==> src/rtl/pht_write_scheduler_if.sv <==
// Update lanes from IntEx and write ports toward the banked PHT RAM.
// master drives requests and observes writes; slave is the scheduler.
interface pht_write_scheduler_if #(
    parameter int WRITE_NUM   = 2,
    parameter int IDX_W       = 11,
    parameter int ENTRY_WIDTH = 2
);
    logic [WRITE_NUM-1:0]                  req_valid;
    logic [WRITE_NUM-1:0][IDX_W-1:0]       req_index;
    logic [WRITE_NUM-1:0][ENTRY_WIDTH-1:0] req_value;
    logic [WRITE_NUM-1:0]                  wr_en;
    logic [WRITE_NUM-1:0][IDX_W-1:0]       wr_addr;
    logic [WRITE_NUM-1:0][ENTRY_WIDTH-1:0] wr_data;

    modport master (
        output req_valid, req_index, req_value,
        input  wr_en, wr_addr, wr_data
    );

    modport slave (
        input  req_valid, req_index, req_value,
        output wr_en, wr_addr, wr_data
    );
endinterface

==> src/rtl/pht_write_scheduler.sv <==
// Bank-conflict-free PHT write scheduler with deferral FIFO and init sweep.
// Optional PHT_WSCHED_STATS_EN adds the saturating drop_count output.
module pht_write_scheduler #(
    parameter int WRITE_NUM   = 2,
    parameter int ENTRY_NUM   = 2048,
    parameter int ENTRY_WIDTH = 2,
    parameter int BANK_NUM    = 2,
    parameter int QUEUE_DEPTH = 4
) (
    input  logic                         clk,
    input  logic                         rst_n,
    input  logic                         init_start,
    pht_write_scheduler_if.slave         bus,
    output logic                         init_busy,
    output logic [$clog2(QUEUE_DEPTH):0] queue_count
`ifdef PHT_WSCHED_STATS_EN
    ,
    output logic [15:0]                  drop_count
`endif
);
    localparam int IDX_W = $clog2(ENTRY_NUM);
    localparam int PW    = $clog2(QUEUE_DEPTH);
    localparam int QW    = PW + 1;
    localparam int BW    = (BANK_NUM > 1) ? $clog2(BANK_NUM) : 1;
    localparam int CW    = $clog2(WRITE_NUM + QUEUE_DEPTH + 1);
    localparam logic [ENTRY_WIDTH-1:0] WEAK = ENTRY_WIDTH'(1) << (ENTRY_WIDTH - 1);
    localparam logic [IDX_W-1:0] LAST = IDX_W'(ENTRY_NUM - WRITE_NUM);

    typedef enum logic {ST_INIT, ST_RUN} state_t;

    state_t                                state, state_nxt;
    logic [IDX_W-1:0]                      sweep, sweep_nxt;
    logic [QW-1:0]                         head, tail, count;
    logic [IDX_W-1:0]                      q_idx [QUEUE_DEPTH];
    logic [ENTRY_WIDTH-1:0]                q_val [QUEUE_DEPTH];
    logic [IDX_W-1:0]                      head_idx;
    logic [ENTRY_WIDTH-1:0]                head_val;
    logic [WRITE_NUM-1:0]                  en_nxt, grant, push_en;
    logic [WRITE_NUM-1:0][IDX_W-1:0]       addr_nxt;
    logic [WRITE_NUM-1:0][ENTRY_WIDTH-1:0] data_nxt;
    logic [WRITE_NUM-1:0][PW-1:0]          push_slot;
    logic [CW-1:0]                         push_num, drop_num, space;
    logic [(2**BW)-1:0]                    busy;
    logic                                  pop;
    logic                                  clash;

    function automatic logic [BW-1:0] bank_of(input logic [IDX_W-1:0] idx);
        return (BANK_NUM > 1) ? idx[BW-1:0] : '0;
    endfunction

    assign count       = tail - head;
    assign queue_count = count;
    assign head_idx    = q_idx[head[PW-1:0]];
    assign head_val    = q_val[head[PW-1:0]];

    // FSM state and sweep pointer.
    always_ff @(posedge clk) begin
        if (!rst_n) begin
            state <= ST_INIT;
            sweep <= '0;
        end else begin
            state <= state_nxt;
            sweep <= sweep_nxt;
        end
    end

    // Next state: init_start restarts the sweep; the last group hands over to RUN.
    always_comb begin
        state_nxt = state;
        sweep_nxt = sweep;
        if (init_start) begin
            state_nxt = ST_INIT;
            sweep_nxt = '0;
        end else if (state == ST_INIT) begin
            sweep_nxt = sweep + IDX_W'(WRITE_NUM);
            if (sweep == LAST) state_nxt = ST_RUN;
        end
    end

    // Outputs: sweep writes, or grants, head pop and FIFO pushes/drops.
    always_comb begin
        en_nxt    = '0;
        addr_nxt  = '0;
        data_nxt  = '0;
        grant     = '0;
        busy      = '0;
        pop       = 1'b0;
        push_en   = '0;
        push_slot = '0;
        push_num  = '0;
        drop_num  = '0;
        space     = CW'(QUEUE_DEPTH) - CW'(count);
        if (!init_start) begin
            if (state == ST_INIT) begin
                for (int i = 0; i < WRITE_NUM; i++) begin
                    en_nxt[i]   = 1'b1;
                    addr_nxt[i] = sweep + IDX_W'(i);
                    data_nxt[i] = WEAK;
                end
            end else begin
                for (int i = 0; i < WRITE_NUM; i++) begin
                    if (bus.req_valid[i] && !busy[bank_of(bus.req_index[i])]) begin
                        grant[i]    = 1'b1;
                        busy[bank_of(bus.req_index[i])] = 1'b1;
                        en_nxt[i]   = 1'b1;
                        addr_nxt[i] = bus.req_index[i];
                        data_nxt[i] = bus.req_value[i];
                    end
                end
                if (count != '0 && !busy[bank_of(head_idx)]) begin
                    for (int i = 0; i < WRITE_NUM; i++) begin
                        if (!pop && !en_nxt[i]) begin
                            pop         = 1'b1;
                            en_nxt[i]   = 1'b1;
                            addr_nxt[i] = head_idx;
                            data_nxt[i] = head_val;
                        end
                    end
                end
                if (pop) space = space + CW'(1);
                for (int i = 0; i < WRITE_NUM; i++) begin
                    if (bus.req_valid[i] && !grant[i]) begin
                        if (push_num < space) begin
                            push_en[i]   = 1'b1;
                            push_slot[i] = tail[PW-1:0] + PW'(push_num);
                            push_num     = push_num + CW'(1);
                        end else begin
                            drop_num = drop_num + CW'(1);
                        end
                    end
                end
            end
        end
    end

    // Registered write ports, busy flag and FIFO pointers.
    always_ff @(posedge clk) begin
        if (!rst_n) begin
            bus.wr_en   <= '0;
            bus.wr_addr <= '0;
            bus.wr_data <= '0;
            init_busy   <= 1'b1;
            head        <= '0;
            tail        <= '0;
        end else begin
            bus.wr_en   <= en_nxt;
            bus.wr_addr <= addr_nxt;
            bus.wr_data <= data_nxt;
            init_busy   <= init_start || (state == ST_INIT);
            if (init_start) begin
                head <= '0;
                tail <= '0;
            end else begin
                head <= head + QW'(pop);
                tail <= tail + QW'(push_num);
            end
        end
    end

    // FIFO storage; deferred lanes land in consecutive slots from tail.
    always_ff @(posedge clk) begin
        for (int i = 0; i < WRITE_NUM; i++) begin
            if (push_en[i]) begin
                q_idx[push_slot[i]] <= bus.req_index[i];
                q_val[push_slot[i]] <= bus.req_value[i];
            end
        end
    end

`ifdef PHT_WSCHED_STATS_EN
    logic [16:0] drop_sum;
    assign drop_sum = {1'b0, drop_count} + 17'(drop_num);

    // Saturating tally of updates lost to a full FIFO; init_start leaves it alone.
    always_ff @(posedge clk) begin
        if (!rst_n) drop_count <= '0;
        else        drop_count <= drop_sum[16] ? 16'hFFFF : drop_sum[15:0];
    end
`else
    logic unused_drop;
    assign unused_drop = ^drop_num;
`endif

    // Detect two enabled ports aimed at one bank.
    always_comb begin
        clash = 1'b0;
        for (int i = 0; i < WRITE_NUM; i++) begin
            for (int j = i + 1; j < WRITE_NUM; j++) begin
                if (bus.wr_en[i] && bus.wr_en[j] &&
                    bank_of(bus.wr_addr[i]) == bank_of(bus.wr_addr[j]))
                    clash = 1'b1;
            end
        end
    end

    a_no_bank_clash: assert property (@(posedge clk) disable iff (!rst_n) !clash);

endmodule
==> src/flat_wrapper.sv <==
// flat-port wrapper written by rule: the top's interface ports become plain ports
module pht_write_scheduler_flat 
#(
    parameter int WRITE_NUM   = 2,
    parameter int ENTRY_NUM   = 2048,
    parameter int ENTRY_WIDTH = 2,
    parameter int BANK_NUM    = 2,
    parameter int QUEUE_DEPTH = 4
)
  (clk, rst_n, init_start, init_busy, queue_count, bus_req_valid, bus_req_index, bus_req_value, bus_wr_en, bus_wr_addr, bus_wr_data);
  pht_write_scheduler_if #(.WRITE_NUM(WRITE_NUM), .ENTRY_WIDTH(ENTRY_WIDTH)) bus_i ();
  input  logic clk;
  input  logic rst_n;
  input  logic init_start;
  output logic init_busy;
  output logic [$clog2(QUEUE_DEPTH):0] queue_count;
  input wire logic [$bits(bus_i.req_valid)-1:0] bus_req_valid;
  input wire logic [$bits(bus_i.req_index)-1:0] bus_req_index;
  input wire logic [$bits(bus_i.req_value)-1:0] bus_req_value;
  output wire logic [$bits(bus_i.wr_en)-1:0] bus_wr_en;
  output wire logic [$bits(bus_i.wr_addr)-1:0] bus_wr_addr;
  output wire logic [$bits(bus_i.wr_data)-1:0] bus_wr_data;
  assign bus_i.req_valid = bus_req_valid;
  assign bus_i.req_index = bus_req_index;
  assign bus_i.req_value = bus_req_value;
  assign bus_wr_en = bus_i.wr_en;
  assign bus_wr_addr = bus_i.wr_addr;
  assign bus_wr_data = bus_i.wr_data;
  pht_write_scheduler #(.WRITE_NUM(WRITE_NUM), .ENTRY_NUM(ENTRY_NUM), .ENTRY_WIDTH(ENTRY_WIDTH), .BANK_NUM(BANK_NUM), .QUEUE_DEPTH(QUEUE_DEPTH)) u_core (.clk(clk), .rst_n(rst_n), .init_start(init_start), .bus(bus_i), .init_busy(init_busy), .queue_count(queue_count));
endmodule
==> config.mk <==
export PLATFORM = sky130hd
export DESIGN_NAME = pht_write_scheduler_flat
export DESIGN_NICKNAME = d
export VERILOG_FILES = /design/src/rtl/pht_write_scheduler_if.sv /design/src/rtl/pht_write_scheduler.sv /design/src/flat_wrapper.sv
export SDC_FILE = /design/constraint.sdc
export NUM_CORES = 1
export LEC_CHECK = 0
export ABC_AREA = 1
export ABC_CLOCK_PERIOD_IN_PS = 3300
export BUFFER_PORTS_ARGS = -buffer_cell sky130_fd_sc_hd__buf_2
export CAP_MARGIN = 30
export CORE_ASPECT_RATIO = 0.75
export CORE_UTILIZATION = 45
export CTS_CLUSTER_SIZE = 30
export DETAILED_ROUTE_END_ITERATION = 7
export PLACE_DENSITY = 0.69
export RECOVER_POWER = 100
export SYNTH_ARGS = -nofsm -noshare
export SYNTH_HDL_FRONTEND = slang
export SYNTH_SLANG_ARGS = --single-unit
export TNS_END_PERCENT = 100
==> constraint.sdc <==
create_clock -name clk -period 3.3 [get_ports clk]
set_input_delay 0.99 -clock clk [delete_from_list [all_inputs] [get_ports clk]]
set_output_delay 0.99 -clock clk [all_outputs]
set_load 0.01 [all_outputs]
* Word-level counts from Yosys, hierarchy flattened
Memory sizes are Yosys's and may differ from the RTL's. A register that Yosys moved wholly into a read port is not among the register bits. Index checks and enable logic that the tools add are counted.
Word-level totals: memories 2, RAM bits 52, word-level logic and storage cells 137, register bits 47, output and inout bits 32, input port bits 31
Memories:
- u_core.q_idx | depth 4, width 11, rd ports 1, clocked after memory_dff 1, write ports 1, line pht_write_scheduler.sv:34 | logic [IDX_W-1:0] q_idx [QUEUE_DEPTH];
- u_core.q_val | depth 4, width 2, rd ports 1, clocked after memory_dff 1, write ports 1, line pht_write_scheduler.sv:35 | logic [ENTRY_WIDTH-1:0] q_val [QUEUE_DEPTH];
Cells by class: $lt $le $gt $ge 7, equality and inequality tests 1, reductions and logical operators 20, bitwise logic cells 3, $add $sub $neg 9, muxes and demuxes 83
Operators with widths (number):
- 11-bit two-way mux | 5
- 2-bit two-way mux | 23
- 22-bit two-way mux | 2
- 1-bit two-way mux | 37
- 3-bit two-way mux | 10
- 4-bit two-way mux | 4
- 11-bit by 1-bit adder with 11-bit output (second input constant) | 1
- 11-bit by 2-bit adder with 11-bit output (second input constant) | 1
- 11-bit == test (second input constant) | 1
- 11-bit OR reduction | 1
- 1-bit logical AND | 8
- 3-bit by 1-bit adder with 3-bit output (second input constant) | 2
- 1-bit zero test | 6
- 1-bit by 2-bit < comparator with 1-bit output (second input constant) | 3
- 2-bit OR reduction | 2
- 3-bit by 1-bit adder with 3-bit output | 1
- 3-bit adder | 1
- 1-bit by 3-bit < comparator with 1-bit output (first input constant) | 1
- 3-bit < comparator | 1
- 3-bit nonzero test | 1
- 3-bit OR reduction | 1
- 3-bit subtractor | 1
- 3-bit subtractor (first input constant) | 1
- 2-bit adder | 1
- 5 further kinds | 8

* Longest topological paths before layout
Gate-level depths: netlist of run 1.
depth in word-level cells 44, depth in mapped cells 18, gate-level depth less buffers 17

* Worst setup path before layout of run 1
No wires, ideal clock.
path kind register to register, start register u_core.tail[0], end memory u_core.q_idx[2][0] (enable), cell stages (with the launch flop) 14, path buffers 0, clock period less this slack 3057 ps, data required time 2918 ps, arrival 2675 ps, setup slack 243 ps, cell sequence dfxtp_1 -> inv_1 -> ha_1 -> fa_1 -> xnor2_1 -> inv_1 -> ha_1 -> inv_1 -> nand3_4 -> nand2_2 -> nand2_2 -> nand2_4 -> nand3_1 -> nor2_1
On the way: cells in the longest elaborated chain, start to end 23
Ends and longest elaborated chain:
- start: declaration | line pht_write_scheduler.sv:33 | logic [QW-1:0] head, tail, count;
- start signal: assignment | line pht_write_scheduler.sv:155 | tail <= tail + QW'(push_num);
- 3-bit subtractor (*) | line pht_write_scheduler.sv:51 | assign count = tail - head;
- named net queue_count[2] | line flat_wrapper.sv:16 | output logic [$clog2(QUEUE_DEPTH):0] queue_count;
- parallel branches: the longest is 5 deep, another holds 3-bit subtractor
- 3-bit two-way mux (*) | line pht_write_scheduler.sv:120 | if (pop) space = space + CW'(1);
- 3-bit two-way mux (*) | line pht_write_scheduler.sv:94 | if (state == ST_INIT) begin
- 3-bit two-way mux (*) | line pht_write_scheduler.sv:93 | if (!init_start) begin
- 1-bit by 3-bit < comparator with 1-bit output | line pht_write_scheduler.sv:123 | if (push_num < space) begin
- 1-bit two-way mux | line pht_write_scheduler.sv:123
- [4 not listed]
- 1-bit two-way mux | line pht_write_scheduler.sv:123
- 1-bit two-way mux | line pht_write_scheduler.sv:122 | if (bus.req_valid[i] && !grant[i]) begin
- 2-bit two-way mux | line pht_write_scheduler.sv:94
- 2-bit two-way mux | line pht_write_scheduler.sv:93
- 1-bit two-way mux | line pht_write_scheduler.sv:163 | if (push_en[i]) begin
- 1-bit two-way mux (implied by the code) | line pht_write_scheduler.sv:164 | q_idx[push_slot[i]] <= bus.req_index[i];
- 11-bit OR reduction (no source line)
- 2-bit two-way mux (no source line) or 1-bit two-way mux (tied branches)
- end: declaration | line pht_write_scheduler.sv:34
Mark *: on every way through the listed nets, which the timed path passes. The select of a mux whose other input is x is not followed.

* Worst setup path in the final report of run 1
start register u_core.tail[0], end memory u_core.q_idx[2][3] (enable)
On the way: cells in the longest elaborated chain, start to end 23
Ends and longest elaborated chain:
- parallel branches: the longest is 23 deep, another holds 3-bit subtractor
Several ways; the timed one is not identified. The select of a mux whose other input is x is not followed.

==> results of run 1 <==
==> kinds of logic (layout without fill, tap and decap cells) <==
kind of cell	after synthesis	count (layout)	share of synthesized area (%)
xor+xnor	4	4	0.8054
flops	98	98	57.08
compound gates	70	70	8.602
simple gates	240	240	24.19
fa+ha+maj	10	10	3.050
buf+inv	63	135	6.272
==> per-stage QoR <==
step | instances | utilization (%) | power (mW) | setup slack (ps) | hold WS, ps
final | 685 | 54.95 | 2.373 | 190.2 | 485.3
after global routing | 685 | 54.95 | 2.447 | 34.09 | 517.5
after CTS | 683 | 55.33 | 2.392 | 178.2 | 488.4
after detailed placement | 667 | 52.26 | 1.415 | 201.7 | 478.2
after global placement | 667 | 52.26 | 1.413 | 306.7 | 469.1
after floorplan | 485 | - | 1.366 | 242.7 | 439.3
==> worst register-to-register path: stages, from the launching register on <==
cell,delay (ps)
dfxtp_1,370
inv_1,90
ha_1,210
fa_1,490
ha_1,210
ha_1,170
inv_1,140
nand3_4,140
nand2_1,80
nand2_1,80
nand2_4,190
nand3_1,130
nor2_1,180
clkbuf_2,310
==> layout make-up <==
cell class / count / share of cell area [%]
Tap cell: 128 / 3.169
Inverter: 41 / 3.045
Multi-Input combinational cell: 324 / 31.72
Clock buffer: 12 / 5.100
Sequential cell: 98 / 49.12
Clock inverter: 4 / 0.4952
Timing Repair Buffer: 78 / 7.353
==> Yosys cell counts (2+ instances only) <==
cell / n
buf_1: 2
nand3_2: 2
nand3_1: 42
nand2_2: 4
xnor2_1: 4
o21ai_0: 32
nor3_1: 4
a21oi_1: 29
inv_1: 39
buf_4: 4
dfxtp_1: 46
a211oi_1: 2
nand2_4: 2
a21boi_0: 2
clkbuf_1: 9
nand4_1: 6
nand2_1: 146
nor2_2: 4
nor2_1: 27
buf_2: 5
ha_1: 9
buf_6: 2
inv_2: 2
edfxtp_1: 52
==> timing repair <==
action / CTS / global route
hold endpoints to repair: 0 / 0
setup endpoints to repair: 0 / 2
hold buffers: 0 / 0
setup buffers: 0 / 2
gates resized for setup: 0 / 2
==> layer usage <==
layer	GRT usage [%]	wire (um)	vias to the layer above
met2	35.82	4798	160
met1	30.28	4650	1666
li1	-	-	1749
met4	6.730	158	0
met3	5.637	989	17
met5	0	0	-
==> report_power, final <==
part | switching (mW) | total (mW) | internal (mW)
clock network | 0.427 | 0.984 | 0.558
logic | 0.0675 | 0.100 | 0.0325
registers | 0.00211 | 1.29 | 1.29
total | 0.496 | 2.37 | 1.88
==> final timing paths <==
check | start | end | slack (ps) | cells past startpoint
setup reg to reg | u_core.tail[0]$_SDFF_PP0_ | u_core.q_idx[2][3]$_DFFE_PP_ | 190 | 13
setup / recovery | u_core.tail[0]$_SDFF_PP0_ | u_core.q_idx[2][3]$_DFFE_PP_ | 190 | 13
hold / removal | u_core.sweep[6]$_SDFFE_PP0N_ | u_core.bus.wr_addr[17]$_SDFF_PP0_ | 490 | 2
hold reg to reg | u_core.sweep[6]$_SDFFE_PP0N_ | u_core.bus.wr_addr[17]$_SDFF_PP0_ | 490 | 2
==> sequential cells by signal (all words and copies together), names as in the netlist <==
register / flops
u_core.q_idx: 44
u_core.bus.wr_addr: 22
u_core.sweep: 10
u_core.q_val: 8
u_core.bus.wr_data: 4
u_core.head: 3
u_core.tail: 3
u_core.bus.wr_en: 2
u_core.init_busy: 1
u_core.state: 1
==> reports/results.tsv, run 1 <==
stage	metric	value	unit
setup_path	cp-start-kind	flip-flop	
placement	globalplace.congestion	0.9704	
timing	clock.fmax	0.3216	GHz
logic_synthesis	yosysWarnings	0	
setup_path	crit_arrival	3130	ps
timing	slew_headroom	51.79	%
final_layout	final_cell_mix	nand2_1, edfxtp_1, dfxtp_1	
detailed_routing	vias	3592	
logic_synthesis	synth.area.top_cells	edfxtp_1, dfxtp_1, nand2_1	
detailed_routing	drc	0	
final_layout	diodes	0	
logic_synthesis	netlist.area_leader.share	35.90	%
global_routing	grt_use_total	22.48	%
status	outcome	completed	
logic_synthesis	seq_area_frac_synth	57.08	%
detailed_routing	vias_per_cell	5.244	
detailed_routing	drt-total-wl	10600	um
placement	dp_hpwl	7962	um
flow_run	drv_cap	0	
logic_synthesis	synth_area_leader_cell	edfxtp_1	
logic_synthesis	synth_cell_type_count	33	
floorplan	fp.dieW	115.5	um
timing	rsz0062_at_grt	no	
timing	tightest_slew	720.5	ps
setup_path	crit_chain	inv_1, ha_1, fa_1, ha_1, ha_1, inv_1, nand3_4, nand2_1, nand2_1, nand2_4, nand3_1, nor2_1, clkbuf_2	
timing	skew	7.579	ps
final_layout	seq_area	0.002482	mm2
clock_network	cts-buffers-inserted	9	
power	p_leak	2.126	nW
floorplan	io_pins	63	
logic_synthesis	synth_flop_cell	edfxtp_1	
global_routing	grt_overflow	0	
final_layout	layout.nets	593	
timing	setup_violations	0	
setup_path	crit_path_end_kind	flip-flop	
timing	final.min_clock_period	3110	ps
logic_synthesis	netlist_area	0.004349	mm2
final_layout	final_common_cell	nand2_1	
global_routing	grt_antenna_before_repair	0	
placement	dpl-instance-area	0.004806	mm2
floorplan	dieArea	0.01007	mm2
logic_synthesis	syn_inst	485	
setup_path	crit_buf_inv	3	
logic_synthesis	synth_edf_count	52	
final_layout	drive_above_1_share	12.75	%
clock_network	clockBufferDepth	2	
global_routing	grt_max_degree	32	
setup_path	critPathSlowestCell	fa_1	
placement	io_buffers	62	
clock_network	clkSinkCount	98	
final_layout	stdcell_area	0.005054	mm2
clock_network	cts_max_level	3	
timing	slew_violations	0	
final_layout	multi_input_area	0.001603	mm2
clock_network	insertion_delay	340	ps
hold_path	hold_path.class	flip-flop to flip-flop	
global_routing	grt_pass1_wl	16930	um
detailed_routing	drt_pre_antenna_iters	6	
detailed_routing	drtIter0Drc	364	
logic_synthesis	ys_ff_latch	98	
power	powerDensity	469.5	mW/mm2
logic_synthesis	synthArstFlopShare	0	%
detailed_routing	drtAntennaViolNets	0	
setup_path	worstPathRequired	3320	ps
final_layout	nFillCells	838	
logic_synthesis	syn_area_per_cell	8.967	um2
floorplan	coreArea	0.009196	mm2
power	irDropWorstVdd	0.3265	mV
floorplan	row_count	30	
floorplan	die_height	87.14	um
setup_path	crit_top_cell	ha_1	
clock_network	cts-root-buf	clkbuf_16	
global_routing	grt_pass1_vias	3409	
setup_path	cp_top_family	adder cells	
timing	hold_violations	0	
clock_network	cts_tree	built	
floorplan	start_util	47.29	%
timing	period_share	94.24	%
final_layout	syn2layout_area_growth	16.20	%
detailed_routing	avgRoutedWirePerCell	15.47	um
logic_synthesis	syn_nets	526	
timing	finalSetupTns	0	ps
setup_path	cp_slowest_stage_delay	490	ps
setup_path	critPathMaxFanout	14	
setup_path	crit_type	flip-flop to flip-flop	
clock_network	clk_pin_slew	60	ps
(Power assumes the default switching activity.)
==> run 2: changes to the inputs <==
--- a/config.mk
+++ b/config.mk
@@ -6,11 +6,12 @@
 export NUM_CORES = 1
 export LEC_CHECK = 0
 export ABC_AREA = 1
-export ABC_CLOCK_PERIOD_IN_PS = 3300
+export ABC_CLOCK_PERIOD_IN_PS = 3800
 export BUFFER_PORTS_ARGS = -buffer_cell sky130_fd_sc_hd__buf_2
 export CAP_MARGIN = 30
 export CORE_ASPECT_RATIO = 0.75
 export CORE_UTILIZATION = 45
+export CTS_BUF_LIST = sky130_fd_sc_hd__clkbuf_4 sky130_fd_sc_hd__clkbuf_8
 export CTS_CLUSTER_SIZE = 30
 export DETAILED_ROUTE_END_ITERATION = 7
 export PLACE_DENSITY = 0.69
==> constraint.sdc (replaced) <==
create_clock -name clk -period 3.8 [get_ports clk]
set_input_delay 1.14 -clock clk [delete_from_list [all_inputs] [get_ports clk]]
set_output_delay 1.14 -clock clk [all_outputs]
set_load 0.01 [all_outputs]
==> run 2 against run 1 <==
Against the previous run: global-route usage up 0.29 points; flip-flop and latch count unchanged; sequential power down 13%; first-iteration DRC count down 8.8%; critical path depth down 1; clock skew up 5.4 ps; critical path type unchanged.
==> reports/results.tsv, run 2 (same netlist as run 1, synthesis figures left out) <==
stage	metric	value	unit	change
status	outcome	completed		
detailed_routing	vias	3610		+0.50%
timing	final.min_clock_period	3251	ps	+140.9 ps
global_routing	grt_max_degree	32		unchanged
final_layout	final_cell_mix	nand2_1, edfxtp_1, dfxtp_1		
timing	period_share	85.54	%	-8.7 points
setup_path	crit_arrival	3270	ps	+140 ps
setup_path	cp-start-kind	flip-flop		
setup_path	worst_r2r_path_depth	12		-1
setup_path	critPathSlowestCell	nor2_2		
flow_run	drv_cap	0		unchanged
floorplan	start_util	47.29	%	unchanged
placement	io_buffers	62		unchanged
floorplan	dieArea	0.01007	mm2	unchanged
hold_path	whs_endpoint	u_core.sweep[10]$_SDFFE_PP0N_		
floorplan	fp.dieW	115.5	um	unchanged
final_layout	diodes	0		unchanged
power	p_leak	2.065	nW	-2.9%
hold_path	min_delay_path_depth	2		unchanged
final_layout	stdcell_area	0.004942	mm2	-2.2%
detailed_routing	drc	0		unchanged
clock_network	hold_buffers	0		unchanged
timing	finalSetupTns	0	ps	unchanged
setup_path	r2r_slack	550	ps	+360 ps
timing	slew_violations	0		unchanged
power	p_total	1.937	mW	-18%
timing	clock.fmax	0.3076	GHz	-4.3%
setup_path	crit_top_cell	ha_1		
setup_path	crit_chain	inv_1, ha_1, fa_1, ha_1, ha_1, inv_1, nand3_4, nand2_1, nand2_1, nand2_4, nand2_4, nor2_2		
clock_network	cts_tree	built		
detailed_routing	drt-total-wl	10660	um	+0.57%
clock_network	cts-root-buf	clkbuf_8		
setup_path	crit_start	u_core.tail[0]$_SDFF_PP0_		
setup_path	crit_buf_inv	2		-1
global_routing	grt_overflow	0		unchanged
detailed_routing	drtIter0Drc	332		-8.8%
timing	rsz0062_at_grt	no		
floorplan	row_count	30		unchanged
setup_path	crit_type	flip-flop to flip-flop		
final_layout	fin_util	53.74	%	-1.2 points
setup_path	worstPathRequired	3820	ps	+500 ps
setup_path	cp_top_family	simple AND/OR/NAND/NOR gates		
power	irDropWorstVdd	0.1917	mV	-41%
timing	skew	12.93	ps	+5.350 ps
setup_path	rr_startpoint	u_core.tail[0]$_SDFF_PP0_		
detailed_routing	drtAntennaViolNets	0		unchanged
final_layout	layout.nets	588		-0.84%
clock_network	insertion_delay	380	ps	+40 ps
clock_network	clk_pin_slew	90	ps	+30 ps
timing	timing.final.ws_setup	549.3	ps	+359.1 ps
hold_path	min_from	u_core.sweep[10]$_SDFFE_PP0N_		
clock_network	post_cts_resized	0		unchanged
setup_path	crit_path_end_kind	flip-flop		
timing	slew_headroom	50.37	%	-1.4 points
clock_network	clkSinkCount	98		unchanged
placement	pre_cts_slack	593.8	ps	+392.1 ps
clock_network	cts_max_level	3		unchanged
placement	globalplace.congestion	0.9451		-2.6%
setup_path	cp_slowest_stage_delay	520	ps	+30 ps
final_layout	syn2layout_area_growth	13.64	%	
detailed_routing	vias_per_cell	5.309		+1.2%
setup_path	critPathMaxFanout	15		+1
timing	setup_violations	0		unchanged
global_routing	grt_use_total	22.78	%	+0.29 points
clock_network	clockBufferDepth	2		unchanged
detailed_routing	drt_pre_antenna_iters	5		-1
final_layout	nFillCells	896		+6.9%
detailed_routing	avgRoutedWirePerCell	15.67	um	+1.3%
final_layout	drive_above_1_share	12.32	%	-0.43 points
global_routing	grt_pass1_vias	3365		-1.3%
clock_network	cts_setup_buffers	0		unchanged
floorplan	io_pins	63		unchanged
floorplan	die_height	87.14	um	unchanged
global_routing	grt_pass1_wl	16680	um	-1.5%
global_routing	grt_antenna_before_repair	0		unchanged
placement	dpl-instance-area	0.004783	mm2	-0.47%
clock_network	cts-buffers-inserted	9		unchanged
timing	tightest_slew	744.5	ps	+23.99 ps
hold_path	hold_path.class	flip-flop to flip-flop		
timing	hold_violations	0		unchanged
power	powerDensity	392.0	mW/mm2	-17%
floorplan	coreArea	0.009196	mm2	unchanged
setup_path	r2r-end	u_core.q_idx[0][6]$_DFFE_PP_		
placement	dp_hpwl	7845	um	-1.5%
final_layout	largest_register_ffs	44		unchanged
final_layout	final_common_cell	nand2_1		
[run 2: stage by stage]
step	hold slack (ps)	cells
2_1_floorplan	439.3	485
3_3_place_gp	468.2	664
3_5_place_dp	471.0	664
4_1_cts	483.5	680
5_1_grt	512.1	680
6_report	481.7	680
[run 2: per-layer routing]
metal	wire [um]	track usage, %
met5	0	0
met4	221	9.563
met3	784	4.941
met2	4833	35.76
met1	4816	30.56
[run 2: final cells by class]
cell class                      count  area [um2]  area share, %
Multi-Input combinational cell    324        1587          32.10
Inverter                           41       153.9          3.114
Sequential cell                    98        2482          50.23
Tap cell                          128       160.2          3.241
Clock inverter                      5       80.08          1.620
Timing Repair Buffer               73       340.3          6.886
Clock buffer                       11       138.9          2.810
[run 2: worst max path at each step]
stage | end | slack [ps] | cells past startpoint
after global routing | u_core.q_idx[0][1]$_DFFE_PP_ | 300 | 13
after detailed placement | u_core.q_idx[0][7]$_DFFE_PP_ | 590 | 12
final | u_core.q_idx[0][6]$_DFFE_PP_ | 550 | 12
after global placement | u_core.q_idx[0][6]$_DFFE_PP_ | 620 | 10
after CTS | u_core.tail[2]$_SDFF_PP0_ | 580 | 15
after floorplan | u_core.q_idx[2][0]$_DFFE_PP_ | 740 | 13
[run 2: worst register-to-register path, delay by kind of cell, from the launching register on]
| family | cells | cell delay (ps) |
|---|---|---|
| and+or+nand+nor | 6 | 1140 |
| buffers and inverters | 2 | 250 |
| DFF | 1 | 380 |
| adders and majority gates | 4 | 1130 |
[run 2: power breakdown]
group,leakage [nW],total [mW],internal [mW],switching [mW]
clock network,0.115,0.732,0.386,0.346
logic,1.11,0.0879,0.0282,0.0597
registers,0.839,1.12,1.12,0.00173
total,2.06,1.94,1.53,0.408
